### config.mk
export PLATFORM = sky130hd
export DESIGN_NAME = multi_channel_signal_generator
export DESIGN_NICKNAME = d
export VERILOG_FILES = /design/src/rtl/multi_channel_signal_generator.sv
export SDC_FILE = /design/constraint.sdc
export NUM_CORES = 1
export LEC_CHECK = 0
export ABC_AREA = 1
export CAP_MARGIN = 20
export CORE_MARGIN = 5
export CORE_UTILIZATION = 40
export DETAILED_ROUTE_END_ITERATION = 8
export DONT_BUFFER_PORTS = 1
export PLACE_DENSITY = 0.68
export SYNTH_ARGS = -nofsm -noshare
export SYNTH_HDL_FRONTEND = slang
export SYNTH_SLANG_ARGS = --single-unit
### constraint.sdc
create_clock -name clk -period 4.6 [get_ports clk]
set_input_delay 0.46 -clock clk [delete_from_list [all_inputs] [get_ports clk]]
set_output_delay 0.46 -clock clk [all_outputs]
set_load 0.01 [all_outputs]
### src/rtl/multi_channel_signal_generator.sv
// Multi-voice tone/noise generator. Each voice has its own divider, phase, LFSR and mode.
// A first-order delta-sigma mixer folds the voices into one registered 1-bit output.
module multi_channel_signal_generator #(
  parameter int CHANNELS   = 3,
  parameter int ADDR_WIDTH = 4,
  parameter int DIV_WIDTH  = 12
) (
  input  logic                  clk,
  input  logic                  rst,
  input  logic                  write_strobe,
  input  logic [ADDR_WIDTH-1:0] address,
  input  logic [4:0]            data,
  output logic                  signal_out,
  output logic [CHANNELS-1:0]   channel_out,
  output logic [6:0]            debug
);

  localparam int CH_W  = ADDR_WIDTH - 2;
  localparam int ACC_W = $clog2(2 * CHANNELS);
  localparam logic [CH_W:0]          CH_LIMIT = (CH_W + 1)'(CHANNELS);
  localparam logic [DIV_WIDTH-1:0]   HI_MASK  = ~DIV_WIDTH'(10'h3FF);

  // Write port: write_strobe is asynchronous. One write fires on the first cycle the
  // synchronised strobe (s2) is high while its delayed copy (s3) is still low.
  logic s1_q, s2_q, s3_q;
  logic [3:0] wcount_q, wcount_d;

  logic [DIV_WIDTH-1:0] div_q     [CHANNELS];
  logic [DIV_WIDTH-1:0] div_d     [CHANNELS];
  logic [2:0]           ctrl_q    [CHANNELS];
  logic [2:0]           ctrl_d    [CHANNELS];
  logic [DIV_WIDTH-1:0] counter_q [CHANNELS];
  logic [DIV_WIDTH-1:0] counter_d [CHANNELS];
  logic [2:0]           phase_q   [CHANNELS];
  logic [2:0]           phase_d   [CHANNELS];
  logic [14:0]          lfsr_q    [CHANNELS];
  logic [14:0]          lfsr_d    [CHANNELS];
  logic [CHANNELS-1:0]  step_c;

  logic [ACC_W-1:0] acc_q, acc_d, level, sum;
  logic             sig_q, sig_d;

  logic            wr_fire, wr_ok;
  logic [CH_W-1:0] wr_ch;
  logic [1:0]      wr_idx;

  assign wr_fire = s2_q & ~s3_q;
  assign wr_ch   = address[ADDR_WIDTH-1:2];
  assign wr_idx  = address[1:0];
  assign wr_ok   = wr_fire && ({1'b0, wr_ch} < CH_LIMIT);

  always_comb begin
    wcount_d = wcount_q;
    for (int c = 0; c < CHANNELS; c++) begin
      div_d[c]  = div_q[c];
      ctrl_d[c] = ctrl_q[c];
    end
    if (wr_ok) begin
      wcount_d = wcount_q + 4'd1;
      for (int c = 0; c < CHANNELS; c++) begin
        if (wr_ch == CH_W'(c)) begin
          case (wr_idx)
            2'd0:    div_d[c][4:0] = data;
            2'd1:    div_d[c][9:5] = data;
            2'd2:    div_d[c] = (div_q[c] & ~HI_MASK) | ((DIV_WIDTH'(data) << 10) & HI_MASK);
            default: ctrl_d[c] = data[2:0];
          endcase
        end
      end
    end
  end

  // Channel cores run from the registered div/ctrl, so a same-edge write only takes
  // effect on the following cycle.
  always_comb begin
    step_c      = '0;
    channel_out = '0;
    for (int c = 0; c < CHANNELS; c++) begin
      counter_d[c] = counter_q[c];
      phase_d[c]   = phase_q[c];
      lfsr_d[c]    = lfsr_q[c];
      if (!ctrl_q[c][0]) begin
        counter_d[c] = '0;
        phase_d[c]   = '0;
      end else if (div_q[c] != '0) begin
        if (counter_q[c] >= div_q[c]) begin
          counter_d[c] = '0;
          step_c[c]    = 1'b1;
        end else begin
          counter_d[c] = counter_q[c] + DIV_WIDTH'(1);
        end
      end
      if (step_c[c]) begin
        phase_d[c] = phase_q[c] + 3'd1;
        lfsr_d[c]  = {lfsr_q[c][13:0], lfsr_q[c][14] ^ lfsr_q[c][13]};
      end
      if (ctrl_q[c][0]) begin
        case (ctrl_q[c][2:1])
          2'b00:   channel_out[c] = phase_q[c][2];
          2'b01:   channel_out[c] = (phase_q[c][2:1] == 2'b11);
          2'b10:   channel_out[c] = lfsr_q[c][0];
          default: channel_out[c] = (phase_q[c] == 3'd7);
        endcase
      end
    end
  end

  always_comb begin
    level = '0;
    for (int c = 0; c < CHANNELS; c++) begin
      level = level + ACC_W'(channel_out[c]);
    end
    sum   = acc_q + level;
    sig_d = 1'b0;
    acc_d = sum;
    if (sum >= ACC_W'(CHANNELS)) begin
      sig_d = 1'b1;
      acc_d = sum - ACC_W'(CHANNELS);
    end
  end

  always_ff @(posedge clk or posedge rst) begin
    if (rst) begin
      s1_q     <= 1'b0;
      s2_q     <= 1'b0;
      s3_q     <= 1'b0;
      wcount_q <= '0;
      acc_q    <= '0;
      sig_q    <= 1'b0;
      for (int c = 0; c < CHANNELS; c++) begin
        div_q[c]     <= '0;
        ctrl_q[c]    <= '0;
        counter_q[c] <= '0;
        phase_q[c]   <= '0;
        lfsr_q[c]    <= 15'h0001;
      end
    end else begin
      s1_q     <= write_strobe;
      s2_q     <= s1_q;
      s3_q     <= s2_q;
      wcount_q <= wcount_d;
      acc_q    <= acc_d;
      sig_q    <= sig_d;
      for (int c = 0; c < CHANNELS; c++) begin
        div_q[c]     <= div_d[c];
        ctrl_q[c]    <= ctrl_d[c];
        counter_q[c] <= counter_d[c];
        phase_q[c]   <= phase_d[c];
        lfsr_q[c]    <= lfsr_d[c];
      end
    end
  end

  assign signal_out = sig_q;
  assign debug      = {wcount_q, phase_q[0]};

endmodule
==> results.json, run 1 <==
{
  "run_status": "complete, no violations",
  "wirelength_mm": 16.4,
  "cts-root-buf": "sky130_fd_sc_hd__clkbuf_16",
  "detail_route.wirelength.met1_mm": 7.55,
  "vertical_extent_of_the_die_um": 152,
  "worstSetupStartpoint": "debug[1]$_DFFE_PP0P_",
  "cts-buffers-inserted": 17,
  "timing.critical_path.to": "acc_q[1]$_DFF_PP0_",
  "drive_above_1_share_pct": 8.90,
  "finalWorstSetupSlack_ns": 1.27,
  "hpwl_mm": 11.7,
  "drv.max_cap_violation_count": 0,
  "dp_slack_ns": 1.25,
  "syn-cell-area_um2": 8070,
  "ctsHoldBuffers": 0,
  "viasPerCell": 4.80,
  "grt_overflow_total": 0,
  "synth_edf_count": 0,
  "worst_ir_drop_vdd_mv": 0.216,
  "rsz0062_at_grt": "no",
  "first_global_vias": 5927,
  "fp.dieArea_um2": 23100,
  "firstDrtPassIters": 5,
  "io-pin-count": 23,
  "cts.reportedPaths.clkPinSlew_ns": 0.06,
  "setup_total_negative_slack_ns": 0,
  "routabilityCongestion": 0.816,
  "maximum_number_of_pins_on_one_net_before_global_route_repair": 112,
  "yosys_warnings": 0,
  "r2r.worst_path.cells": 16,
  "routed-wl-met3_um": 698,
  "timing.final.max_slew_violations": 0,
  "chipWidth_um": 152,
  "synth_cells": 1006,
  "multi_input_area_um2": 3750,
  "setup_violations": 0,
  "syn-num-nets": 1074,
  "hold_violations": 0,
  "detail-route-antenna-nets": 0,
  "post_synth.cell_area_avg_um2": 8.02,
  "required_ns": 4.94,
  "tritoncts_num_sinks": 146,
  "post-route-drc-count": 0,
  "worst_slew_pin_slew_ns": 0.674,
  "final_min_period_over_clock_period_pct": 72.3,
  "cp_data_arrival_time_ns": 3.67,
  "initial_util_pct": 40.3,
  "crit-reg2reg-capture": "acc_q[1]$_DFF_PP0_",
  "route.met2.wl_mm": 7.76,
  "placeableCoreArea_um2": 20000,
  "crit_type": "reg2reg",
  "clk-insertion-delay-late_ns": 0.43,
  "dr.max_layer_used": "met4",
  "clock.fmax_ghz": 0.301,
  "worst_setup_path_end_kind": "register",
  "synth-main-ff-cell": "sky130_fd_sc_hd__dfrtp_1",
  "dr_total_vias": 6201,
  "insertedDiodeCount": 0,
  "grt_first_pass_wirelength_mm": 28.6,
  "number_of_antenna_violations_at_the_first_check_in_global_routing": 0,
  "seq_area_frac_synth_pct": 45.3,
  "design_power_total_mw": 3.45,
  "dr.first_iter.drc_count": 378,
  "hp-class": "in2reg",
  "crit_fanout": 4,
  "port-buffer-count": 0,
  "number_of_cells_traversed_by_the_worst_hold_path": 0,
  "ff_latch_area_um2": 3660,
  "avgRoutedWirePerCell_um": 12.7,
  "cts_max_path_buffers": 2,
  "finalWorstPathRequiredPeriod_ns": 3.33,
  "synthToLayoutAreaGrowth_pct": 10.4,
  "crit_path_start_kind": "register",
  "final_net_count": 1078,
  "max-slew-margin-rel_pct": 54.6,
  "timing.rr.start": "debug[1]$_DFFE_PP0P_",
  "tritoncts": "done",
  "cts_h_tree_lvls": 4,
  "power.density_nw_per_um2": 388,
  "post_cts_sizing": 0,
  "grtUsageTotal_pct": 14.8,
  "ys_ff_latch": 146,
  "power.leakage_nw": 4.67,
  "r2r_slack_ns": 1.27,
  "cts.repair_timing.setup_buffer_count": 0,
  "n_fill_cell": 2008,
  "row_count": 52,
  "largest_clock_skew_in_the_final_design_ns": 0.0108,
  "yosys.cell_types.count": 39,
  "async_flop_share_pct": 100
}
[area by class of cell]
class | count | share of cell area, %
tap | 270 | 3.79
inverter | 141 | 6.01
sequential | 146 | 41.1
clock buffer | 18 | 4.82
clock inverter | 14 | 1.70
timing repair buffer | 3 | 0.506
multi-input combinational | 701 | 42.1
[power breakdown]
group          internal (mW)  total (mW)  switching (mW)
clock network          0.806        1.37           0.563
registers               1.40        1.52           0.118
logic                  0.192       0.564           0.372
[critical path, cell delays in order, from the launching register on]
cell                      delay, ns
sky130_fd_sc_hd__dfrtp_1       0.44
sky130_fd_sc_hd__ha_1          0.19
sky130_fd_sc_hd__ha_1          0.14
sky130_fd_sc_hd__o21ai_0       0.07
sky130_fd_sc_hd__a21oi_1       0.38
sky130_fd_sc_hd__inv_1         0.12
sky130_fd_sc_hd__fa_1          0.44
sky130_fd_sc_hd__inv_1         0.07
sky130_fd_sc_hd__ha_1          0.13
sky130_fd_sc_hd__inv_1         0.05
sky130_fd_sc_hd__fa_1          0.50
sky130_fd_sc_hd__inv_1         0.05
sky130_fd_sc_hd__ha_1          0.21
sky130_fd_sc_hd__inv_1         0.08
sky130_fd_sc_hd__ha_1          0.21
sky130_fd_sc_hd__nor2_1        0.05
sky130_fd_sc_hd__a21oi_1       0.12
[worst min path at each step]
stage,startpoint,end,slack [ns]
5_1_grt,write_strobe,s1_q$_DFF_PP0_,0.04
3_3_place_gp,s1_q$_DFF_PP0_,s2_q$_DFF_PP0_,0.34
3_5_place_dp,s1_q$_DFF_PP0_,s2_q$_DFF_PP0_,0.34
6_report,write_strobe,s1_q$_DFF_PP0_,0.06
4_1_cts,write_strobe,s1_q$_DFF_PP0_,0.04
2_1_floorplan,s1_q$_DFF_PP0_,s2_q$_DFF_PP0_,0.33
[cells in the mapped netlist (3+ instances only)]
cell / instances / area share (%)
sky130_fd_sc_hd__nand2_4: 4 / 0.56
sky130_fd_sc_hd__a21oi_1: 18 / 1.1
sky130_fd_sc_hd__nor3_1: 6 / 0.37
sky130_fd_sc_hd__inv_1: 125 / 5.8
sky130_fd_sc_hd__nand3_1: 87 / 5.4
sky130_fd_sc_hd__nand4_1: 24 / 1.9
sky130_fd_sc_hd__nand2_2: 16 / 1.2
sky130_fd_sc_hd__nor2_2: 5 / 0.39
sky130_fd_sc_hd__o21ai_1: 16 / 0.99
sky130_fd_sc_hd__buf_4: 6 / 0.56
sky130_fd_sc_hd__xnor2_1: 8 / 0.87
sky130_fd_sc_hd__o211ai_1: 3 / 0.28
sky130_fd_sc_hd__ha_1: 54 / 8.4
sky130_fd_sc_hd__nand3_2: 3 / 0.37
sky130_fd_sc_hd__xor2_1: 10 / 1.1
sky130_fd_sc_hd__o21ai_0: 42 / 2.6
sky130_fd_sc_hd__dfstp_2: 3 / 0.98
sky130_fd_sc_hd__inv_2: 13 / 0.60
sky130_fd_sc_hd__dfrtp_1: 143 / 44
sky130_fd_sc_hd__nand3b_1: 3 / 0.28
sky130_fd_sc_hd__buf_2: 8 / 0.50
sky130_fd_sc_hd__nand2_1: 332 / 15
sky130_fd_sc_hd__nor2_1: 54 / 2.5
[cell families after synthesis]
family / after synthesis / share of synthesized area [%]
xor+xnor: 18 / 1.95
buf+inv: 159 / 8.14
flops: 146 / 45.3
compound gates: 83 / 5.60
simple gates: 544 / 30.1
fa+ha+maj: 56 / 8.87
[metrics by stage]
step           hold slack [ns]  cell area (µm²)  utilization, %  instances
2_1_floorplan            0.331             8070               -       1006
3_3_place_gp             0.339             8290            41.4       1259
3_5_place_dp             0.340             8290            41.4       1259
4_1_cts                 0.0434             8870            44.3       1291
5_1_grt                 0.0367             8910            44.5       1293
6_report                0.0588             8910            44.5       1293
[sequential cells by signal, summed over array words and instances, names as in the netlist]
| signal | count |
|---|---|
| s3_q | 1 |
| counter_q | 36 |
| lfsr_q | 45 |
| debug | 3 |
| wcount_q | 4 |
| s2_q | 1 |
| div_q | 36 |
| s1_q | 1 |
| signal_out | 1 |
| acc_q | 3 |
| phase_q | 6 |
| ctrl_q | 9 |
[cell usage in the layout (no fill, tap or decap), types with 3 or more instances in the layout]
| cell | count |
|---|---|
| sky130_fd_sc_hd__nand2_1 | 332 |
| sky130_fd_sc_hd__dfrtp_1 | 143 |
| sky130_fd_sc_hd__inv_1 | 124 |
| sky130_fd_sc_hd__nand3_1 | 87 |
| sky130_fd_sc_hd__nor2_1 | 54 |
| sky130_fd_sc_hd__ha_1 | 54 |
| sky130_fd_sc_hd__o21ai_0 | 42 |
| sky130_fd_sc_hd__nand4_1 | 24 |
| sky130_fd_sc_hd__a21oi_1 | 18 |
| sky130_fd_sc_hd__clkbuf_16 | 17 |
| sky130_fd_sc_hd__nand2_2 | 16 |
| sky130_fd_sc_hd__o21ai_1 | 16 |
| sky130_fd_sc_hd__inv_2 | 13 |
| sky130_fd_sc_hd__xor2_1 | 10 |
| sky130_fd_sc_hd__xnor2_1 | 8 |
| sky130_fd_sc_hd__inv_6 | 7 |
| sky130_fd_sc_hd__nor3_1 | 6 |
| sky130_fd_sc_hd__nor2_2 | 5 |
| sky130_fd_sc_hd__nand2_4 | 4 |
| sky130_fd_sc_hd__clkinv_2 | 4 |
| sky130_fd_sc_hd__nand3_2 | 3 |
| sky130_fd_sc_hd__o211ai_1 | 3 |
| sky130_fd_sc_hd__nand3b_1 | 3 |
| sky130_fd_sc_hd__dfstp_2 | 3 |
[metal layers]
layer  GRT usage (%)  vias up
met4            4.75        0
met5               0        -
li1                -     3198
met3            4.21       29
met2            23.9       93
met1            19.3     2881
Note: power is estimated with default switching activity, not from simulation.
==> inputs of run 2 (changes only) <==
clock period = 2.7 ns   (was 4.6 ns; I/O delays follow)
==> run 2 against run 1 <==
Final area grew 3.7%. Global-route usage increased by 0.22 points. Utilization is 1.6 points higher. Routed wire length increased by 0.82%. Fmax increased by 15%. Setup slack got worse by 1.5 ns. Flip-flop and latch count did not move. The flow now finishes with violations (negative setup slack).
==> results.json, run 2 (synthesis results as in run 1) <==
{
  "worst_setup_path_end_kind": "register",
  "io-pin-count": 23,
  "cpMostUsedCell": "sky130_fd_sc_hd__inv_1",
  "power.density_nw_per_um2": 656,
  "initial_util_pct": 40.3,
  "layout_top_registers": "lfsr_q x45, counter_q x36, div_q x36",
  "grtUsageMet3_pct": 4.12,
  "switching_share_pct": 29.8,
  "cts-root-buf": "sky130_fd_sc_hd__clkbuf_16",
  "dr_total_vias": 6252,
  "grtUsageTotal_pct": 15.0,
  "cp_slowest_cell": "sky130_fd_sc_hd__fa_1",
  "maximum_number_of_pins_on_one_net_before_global_route_repair": 110,
  "design_power_total_mw": 6.06,
  "setup_violations": 4,
  "worst_slew_pin_slew_ns": 0.594,
  "crit_fanout": 3,
  "worst_ir_drop_vdd_mv": 0.457,
  "seq_power_share_pct": 42.5,
  "drv.max_cap_violation_count": 0,
  "wirelength_mm": 16.5,
  "fp.dieArea_um2": 23100,
  "grt_overflow_total": 0,
  "avgRoutedWirePerCell_um": 12.5,
  "rsz0062_at_grt": "yes",
  "cts_h_tree_lvls": 4,
  "clk-insertion-delay-late_ns": 0.43,
  "cts-buffers-inserted": 17,
  "crit_type": "reg2reg",
  "final_net_count": 1105,
  "row_count": 52,
  "insertedDiodeCount": 0,
  "n_fill_cell": 2007,
  "dp_slack_ns": -0.310,
  "hold_violations": 0,
  "crit_path_cell_trace": "ha_2 > ha_1 > o21ai_2 > a21oi_2 > inv_1 > fa_1 > inv_1 > ha_2 > inv_2 > fa_1 > xnor2_2 > inv_1 > ha_4 > xnor2_2",
  "placeableCoreArea_um2": 20000,
  "hp-class": "in2reg",
  "hpwl_mm": 11.5,
  "violations_in_the_final_reports": "negative setup slack",
  "number_of_antenna_violations_at_the_first_check_in_global_routing": 0,
  "max-slew-margin-rel_pct": 60.4,
  "cts_max_path_buffers": 2,
  "tritoncts_num_sinks": 146,
  "cp_slowest_stage_delay_ns": 0.40,
  "top_usage_layer": "met2",
  "flip_flop_count_of_the_largest_register_all_copies_and_words_added": 45,
  "most-common-layout-cells": "sky130_fd_sc_hd__nand2_1, sky130_fd_sc_hd__dfrtp_1, sky130_fd_sc_hd__inv_1, sky130_fd_sc_hd__nand3_1, sky130_fd_sc_hd__nor2_1",
  "chipWidth_um": 152,
  "post-route-drc-count": 0,
  "vertical_extent_of_the_die_um": 152,
  "routabilityCongestion": 0.809,
  "dr.first_iter.drc_count": 253,
  "firstDrtPassIters": 4,
  "global_route.usage.met2_pct": 23.5,
  "required_ns": 3.01,
  "gr-usage-met1_pct": 19.9,
  "pwr-share-clk_pct": 39.9,
  "largest_clock_skew_in_the_final_design_ns": 0.00753,
  "layout.cells.most_common": "sky130_fd_sc_hd__nand2_1",
  "run_status": "finished, violations left",
  "final_min_period_over_clock_period_pct": 107,
  "detail-route-antenna-nets": 0,
  "clock.fmax_ghz": 0.347,
  "cp_data_arrival_time_ns": 3.19,
  "finalWorstSetupSlack_ns": -0.185,
  "grt_first_pass_wirelength_mm": 28.8,
  "power.share.combinational_pct": 17.7,
  "port-buffer-count": 0,
  "cts.reportedPaths.clkPinSlew_ns": 0.06,
  "tritoncts": "done",
  "p_int_mw": 4.26,
  "crit_path_start_kind": "register",
  "first_global_vias": 6026,
  "switching_power_mw": 1.81,
  "synthToLayoutAreaGrowth_pct": 14.5,
  "post-route-util_pct": 46.1,
  "largest_register_by_flop_count": "lfsr_q",
  "viasPerCell": 4.74,
  "finalWorstPathRequiredPeriod_ns": 2.88,
  "timing.final.max_slew_violations": 0,
  "whs_ns": 0.113,
  "drive_above_1_share_pct": 13.0,
  "power.leakage_nw": 4.81
}
run 2: cell count changes in the layout (fill, tap and decap cells not counted), moves of 3 or more:
cell	change
sky130_fd_sc_hd__dlygate4sd3_1	+3
sky130_fd_sc_hd__ha_4	+4
sky130_fd_sc_hd__ha_1	-8
sky130_fd_sc_hd__inv_1	-6
sky130_fd_sc_hd__a21oi_1	-4
sky130_fd_sc_hd__ha_2	+4
sky130_fd_sc_hd__inv_6	-6
sky130_fd_sc_hd__a21oi_2	+4
sky130_fd_sc_hd__buf_4	+23
sky130_fd_sc_hd__inv_2	+5
run 2: layout make-up:
type	instances	area (µm²)	area share (%)
timing repair buffer	30	251	2.72
inverter	141	537	5.81
sequential	146	3660	39.6
clock inverter	13	160	1.73
clock buffer	19	443	4.80
multi-input combinational	701	3850	41.7
tap	270	338	3.66
run 2: worst paths after layout:
path	startpoint	endpoint	slack, ns	depth (start not counted)
min	data[4]	div_q[9]$_DFFE_PP0P_	0.11	2
max	phase_q[3]$_DFFE_PP0P_	acc_q[0]$_DFF_PP0_	-0.18	14
max reg2reg	phase_q[3]$_DFFE_PP0P_	acc_q[0]$_DFF_PP0_	-0.18	14
min in group asynchronous	rst	wcount_q[3]$_DFFE_PP0P_	0.49	3
max in group asynchronous	rst	counter_q[31]$_DFFE_PP0P_	1.74	3
min reg2reg	s1_q$_DFF_PP0_	s2_q$_DFF_PP0_	0.36	0
run 2: per-layer routing:
metal  share of wire, %  vias to the layer above
met5                  0                        -
met4                1.9                        0
met3                4.1                       23
met2                 46                       74
met1                 48                     2906
li1                   -                     3249
run 2: power by group through the flow:
stage,Clock (mW),Sequential (mW),Combinational [mW]
after CTS,2.48,2.57,1.06
after floorplan,0,2.56,0.822
final,2.42,2.58,1.07
after detailed placement,0,2.61,1.02
after global routing,2.58,2.60,1.25
after global placement,0,2.61,0.984
run 2: per-stage QoR:
stage	cell area, µm²	cells	setup TNS, ns
6_report	9240	1320	-0.608
5_1_grt	9240	1320	-1.25
4_1_cts	9180	1318	-0.675
3_5_place_dp	8450	1276	-0.997
3_3_place_gp	8450	1276	-0.838
2_1_floorplan	8100	1006	-0.455
run 2: timing repair:
item | 4_1_cts | 5_1_grt
endpoints found under the setup margin | 4 | 4
endpoints found under the hold margin | 148 | 0
resized for setup | 11 | 8
hold buffers | 4 | 0
setup buffers | 6 | 2
pin swaps | 10 | 0
run 2: worst max-delay path: cells and delay by family (launching register included):
kind | cells | cell delay (ns)
DFF | 1 | 0.38
xor gates and xnor gates | 2 | 0.32
buffers and inverters | 4 | 0.32
AOI/OAI and AO/OA | 2 | 0.22
adders and majority gates | 6 | 1.51
